### config.mk
export PLATFORM = sky130hd
export DESIGN_NAME = powlib_busroute
export DESIGN_NICKNAME = d
export VERILOG_FILES = /design/src/rtl/powlib_bus_pkg.sv /design/src/rtl/powlib_busroute_buf.sv /design/src/rtl/powlib_busroute.sv
export SDC_FILE = /design/constraint.sdc
export NUM_CORES = 1
export LEC_CHECK = 0
export CAP_MARGIN = 20
export CORE_MARGIN = 3
export CORE_UTILIZATION = 37
export DETAILED_ROUTE_END_ITERATION = 12
export GPL_ROUTABILITY_DRIVEN = 0
export GPL_TIMING_DRIVEN = 0
export PLACE_DENSITY = 0.85
export SLEW_MARGIN = 0
export SYNTH_ARGS = -nofsm -noshare
export SYNTH_HDL_FRONTEND = slang
export SYNTH_SLANG_ARGS = --single-unit
export TNS_END_PERCENT = 100
### constraint.sdc
create_clock -name clk -period 2.6 [get_ports clk]
set_clock_uncertainty 0.2 [all_clocks]
set_input_delay 0.39 -clock clk [delete_from_list [all_inputs] [get_ports clk]]
set_output_delay 0.39 -clock clk [all_outputs]
set_load 0.005 [all_outputs]
### src/rtl/powlib_bus_pkg.sv
// Shared bus helpers: window-hit decode, clog2, and {addr,data} word layout
// used by the bus FIFOs.
package powlib_bus_pkg;

    localparam int unsigned BUS_AW_MAX   = 32;
    localparam int unsigned BUS_DATA_OFS = 0;

    // Address field sits directly above the data field in a bus FIFO word.
    function automatic int unsigned bus_addr_ofs(input int unsigned dw);
        return BUS_DATA_OFS + dw;
    endfunction

    function automatic int unsigned bus_clog2(input int unsigned n);
        int unsigned r;
        r = 0;
        while ((32'd1 << r) < n) r++;
        return r;
    endfunction

    // One extra bit so a window ending at 2^AW does not wrap to zero.
    function automatic logic bus_win_hit(input logic [BUS_AW_MAX-1:0] addr,
                                         input logic [BUS_AW_MAX-1:0] base,
                                         input logic [BUS_AW_MAX-1:0] size);
        logic [BUS_AW_MAX:0] a;
        logic [BUS_AW_MAX:0] b;
        logic [BUS_AW_MAX:0] e;
        a = {1'b0, addr};
        b = {1'b0, base};
        e = b + {1'b0, size};
        return (a >= b) && (a < e);
    endfunction

endpackage

### src/rtl/powlib_busroute_buf.sv
// Per-output D-deep FIFO for the bus router; a full FIFO refuses pushes even
// when a pop happens in the same cycle, and there is no bypass path.
module powlib_busroute_buf
    import powlib_bus_pkg::*;
#(
    parameter int unsigned W = 8,
    parameter int unsigned D = 2
) (
    input  logic         clk,
    input  logic         rst,
    input  logic [W-1:0] i_data,
    input  logic         i_push,
    output logic         o_full,
    output logic [W-1:0] o_data,
    output logic         o_vld,
    input  logic         i_pop
);

    localparam int unsigned PW = bus_clog2(D);

    logic [W-1:0]  r_mem [D];
    logic [PW-1:0] r_wptr;
    logic [PW-1:0] r_rptr;
    logic [PW:0]   r_count;
    logic          w_push;
    logic          w_pop;

    assign o_full = (r_count == (PW+1)'(D));
    assign o_vld  = (r_count != '0);
    assign w_push = i_push && !o_full;
    assign w_pop  = i_pop && o_vld;
    assign o_data = r_mem[r_rptr];

    always_ff @(posedge clk or negedge rst) begin
        if (!rst) begin
            r_wptr  <= '0;
            r_rptr  <= '0;
            r_count <= '0;
        end else begin
            if (w_push) r_wptr <= r_wptr + 1'b1;
            if (w_pop)  r_rptr <= r_rptr + 1'b1;
            case ({w_push, w_pop})
                2'b10:   r_count <= r_count + 1'b1;
                2'b01:   r_count <= r_count - 1'b1;
                default: r_count <= r_count;
            endcase
        end
    end

    // Storage is intentionally left out of reset.
    always_ff @(posedge clk) begin
        if (w_push) r_mem[r_wptr] <= i_data;
    end

endmodule

### src/rtl/powlib_busroute.sv
// Single-writer, multi-reader bus router: decodes each beat against B_RDS
// address windows and queues it per output. Optional drop counter under
// POWLIB_BUSROUTE_ERRCNT_EN; otherwise errcnt is tied to zero.
module powlib_busroute
    import powlib_bus_pkg::*;
#(
    parameter string       ID      = "BUSROUTE",
    parameter int unsigned EDBG    = 0,
    parameter int unsigned B_RDS   = 4,
    parameter int unsigned B_AW    = 2,
    parameter int unsigned B_DW    = 4,
    parameter int unsigned D       = 2,
    parameter int unsigned EW      = 8,
    parameter logic [B_RDS*B_AW-1:0] B_BASES = '0,
    parameter logic [B_RDS*B_AW-1:0] B_SIZES = '0
) (
    input  logic                    clk,
    input  logic                    rst,
    input  logic [B_DW-1:0]         wrdata,
    input  logic [B_AW-1:0]         wraddr,
    input  logic                    wrvld,
    output logic                    wrrdy,
    output logic [B_RDS*B_DW-1:0]   rddatas,
    output logic [B_RDS*B_AW-1:0]   rdaddrs,
    output logic [B_RDS-1:0]        rdvlds,
    input  logic [B_RDS-1:0]        rdrdys,
    output logic [EW-1:0]           errcnt
);

    localparam int unsigned WW       = B_AW + B_DW;
    localparam int unsigned ADDR_OFS = bus_addr_ofs(B_DW);

    logic [B_RDS-1:0] w_hit;
    logic [B_RDS-1:0] w_sel;
    logic [B_RDS-1:0] w_full;
    logic [B_RDS-1:0] w_push;
    logic             w_any;
    logic             w_xfer;
    logic [WW-1:0]    w_word_in;
    logic [WW-1:0]    w_word [B_RDS];

    // Isolating the lowest set bit gives lowest-index priority on overlap.
    assign w_sel     = w_hit & (~w_hit + 1'b1);
    assign w_any     = |w_hit;
    assign wrrdy     = rst && (!w_any || !(|(w_sel & w_full)));
    assign w_xfer    = wrvld && wrrdy;
    assign w_push    = w_xfer ? w_sel : '0;
    assign w_word_in = {wraddr, wrdata};

    for (genvar j = 0; j < B_RDS; j++) begin : g_port
        assign w_hit[j] = bus_win_hit(BUS_AW_MAX'(wraddr),
                                      BUS_AW_MAX'(B_BASES[j*B_AW +: B_AW]),
                                      BUS_AW_MAX'(B_SIZES[j*B_AW +: B_AW]));

        powlib_busroute_buf #(
            .W (WW),
            .D (D)
        ) u_buf (
            .clk    (clk),
            .rst    (rst),
            .i_data (w_word_in),
            .i_push (w_push[j]),
            .o_full (w_full[j]),
            .o_data (w_word[j]),
            .o_vld  (rdvlds[j]),
            .i_pop  (rdrdys[j])
        );

        assign rddatas[j*B_DW +: B_DW] = w_word[j][BUS_DATA_OFS +: B_DW];
        assign rdaddrs[j*B_AW +: B_AW] = w_word[j][ADDR_OFS +: B_AW];
    end

`ifdef POWLIB_BUSROUTE_ERRCNT_EN
    logic          w_drop;
    logic [EW-1:0] r_errcnt;

    assign w_drop = w_xfer && !w_any;
    assign errcnt = r_errcnt;

    always_ff @(posedge clk or negedge rst) begin
        if (!rst) begin
            r_errcnt <= '0;
        end else if (w_drop && (r_errcnt != '1)) begin
            r_errcnt <= r_errcnt + 1'b1;
        end
    end
`else
    assign errcnt = '0;
`endif

endmodule

==> results of run 1 <==
where the power goes:
part	internal [uW]	total (uW)	switching (uW)
clock network	52.6	91.0	38.5
logic	262	414	152
registers	193	224	31.2
total	507	729	222
per-stage QoR:
step	hold WS [ns]	utilization [%]
after floorplan	-0.1056	-
final	0.2281	55.39
after detailed placement	0.2696	54.11
after global routing	0.2536	55.39
after CTS	0.2376	55.39
after global placement	0.2580	54.11
routing by layer:
| metal | vias up | share of wire [%] |
|---|---|---|
| met5 | - | 0 |
| met4 | 0 | 1.4 |
| met3 | 2 | 14 |
| met2 | 28 | 53 |
| met1 | 199 | 32 |
| li1 | 237 | - |
cell families (layout without fill, tap and decap cells):
family	Yosys count	after routing	share of synthesized area [%]
simple gates	4	4	7.787
buf+inv	49	62	45.66
other cells	1	32	0.5305
fa+ha+maj	4	4	7.080
xor+xnor	4	4	4.955
flops	8	8	28.32
mux	4	4	5.664
cell type report:
cell class	count	area, sq um	area share (%)
Timing Repair Buffer	10	100.1	10.24
Multi-Input combinational cell	48	300.3	30.73
Inverter	12	45.04	4.609
Clock buffer	3	22.52	2.305
Sequential cell	8	200.2	20.49
Buffer	37	277.8	28.43
Tap cell	25	31.28	3.201
worst max-delay path: stages:
cell             delay, ns
clkdlybuf4s50_1       0.70
buf_4                 0.18
clkdlybuf4s50_1       0.49
cells in the mapped netlist:
cell type / instances
buf_4: 37
inv_1: 12
dfrtp_1: 8
ha_1: 4
mux2i_1: 4
nand2b_4: 4
xnor2_1: 4
conb_1: 1
worst min path at each step:
stage,start,endpoint,slack [ns],depth (start not counted)
after CTS,rst,g_port[1].u_buf.r_count[1]$_DFFE_PN0P_,0.24,1
after global routing,rst,g_port[0].u_buf.r_count[0]$_DFFE_PN0P_,0.25,1
final,rst,g_port[2].u_buf.r_count[1]$_DFFE_PN0P_,0.23,1
after floorplan,rst,g_port[0].u_buf.r_count[0]$_DFFE_PN0P_,-0.11,0
after detailed placement,g_port[0].u_buf.r_count[0]$_DFFE_PN0P_,g_port[0].u_buf.r_count[0]$_DFFE_PN0P_,0.27,1
after global placement,g_port[0].u_buf.r_count[0]$_DFFE_PN0P_,g_port[0].u_buf.r_count[0]$_DFFE_PN0P_,0.26,1
==> metrics, run 1 <==
Die Ht 49.71 um; RSZ-0062 raised after global routing no; htree depth 1; biggest regs g_port.u_buf.r_count: 8 flops; critical path type input pin to output port; total global routing overflow 0; Root Driver clkbuf_4; Worst Setup End Kind output port; Initial Util 40.07%; I/O Buffers 10; met2 Usage GRT between 10% and 20%; Final Hold Vio Count 0; Die Wd 49.71 um; Fmax between 400 and 500 MHz; R2R cell count 4; CTS max path bufs 2; IO Count 50; Worst Path Required roughly 2 ns; DP Worst Slack between 0.2 and 0.25 ns; Clk Latency, worst-skew pair 0.25 ns; Layout area overhead 38.23%; Setup Viol. Count Final 0; first-pass GRT wire length around 1700 um; Max-Cap Viols 0; nets 137; worst setup margin ~0.26 ns; Initial DRC Count 3; Hold Path Class input pin to async pin; crit path max fanout 9; met1 Resource Use GR around 9.2%; Leakage Power between 0.0005 and 0.0006 uW; TNS Setup 0 ns; total wire length roughly 1000 um; vias in the first global route between 400 and 500; Clock Sinks 8; number of diodes 0; status finished, final reports clean; gr usage total 9.264%; DP HPWL a little over 900 um; Die ar. 0.002471 sq mm; VDD IR max 0.0002927 V; Placed Area 954.7 sq um; final instance area 977.2 sq um; crit start category input pin; area leader, netlist buf_4; register bit total from synthesis 8; TritonCTS buffer count 3; Synth area leaders buf_4, dfrtp_1, nand2b_4; Arr. time, crit path 1.75 ns; Site Rows 15; Yosys warnings 0; Avg WL per Cell ~7 um; Yosys cell types 8; met3 GRT Util under 10%; # hold bufs at CTS 0; Reg2Reg Setup Slack between 1 and 1.5 ns; drc violations 0; cell count after synthesis 74; CP Launch Point rst; Synth top area share between 30% and 40%; post-CTS sizing 0; Max Slew Vio Count 0; placed cells 140; initial antenna violation count 0; TritonCTS clock tree done; most common cell after layout, fill and taps aside buf_4; crit path time final 2.344 ns; GR peak layer met2; register area share after synthesis between 20% and 30%; # Post-CTS Setup Buffers 0; most frequent cells in the layout buf_4, conb_1, inv_1; worst r2r src g_port[2].u_buf.r_count[0]$_DFFE_PN0P_; Post-DRT Antenna Nets 0; via count about 470; router iterations before antenna repair 2; Final Power about 730 uW; share of cells above drive strength 1 37.29%; Tcrit/Tclk final between 90% and 100%; Netlist Area Pre-Place between 700 and 800 sq um; fill count around 170; fin cells approximately 140; Worst-path clk slew about 0.050 ns; RR Endpoint g_port[2].u_buf.r_count[0]$_DFFE_PN0P_; power density over the cells 746.1 mW/mm^2; max reg flops 8; vias per cell approximately 3.3; critical path capture point wrrdy; average size of a mapped cell roughly 9.6 sq um; largest net degree at the start of global routing 10; Biggest register g_port.u_buf.r_count; Core Area 0.001764 sq mm
Note: power is estimated with default switching activity, not from simulation.
==> inputs of run 2 (changes only) <==
--- a/config.mk
+++ b/config.mk
@@ -5,7 +5,6 @@
 export SDC_FILE = /design/constraint.sdc
 export NUM_CORES = 1
 export LEC_CHECK = 0
-export CAP_MARGIN = 20
 export CORE_MARGIN = 3
 export CORE_UTILIZATION = 37
 export DETAILED_ROUTE_END_ITERATION = 12
==> results of run 2 <==
Final layout, timing and power as in run 1 (identical DEF).
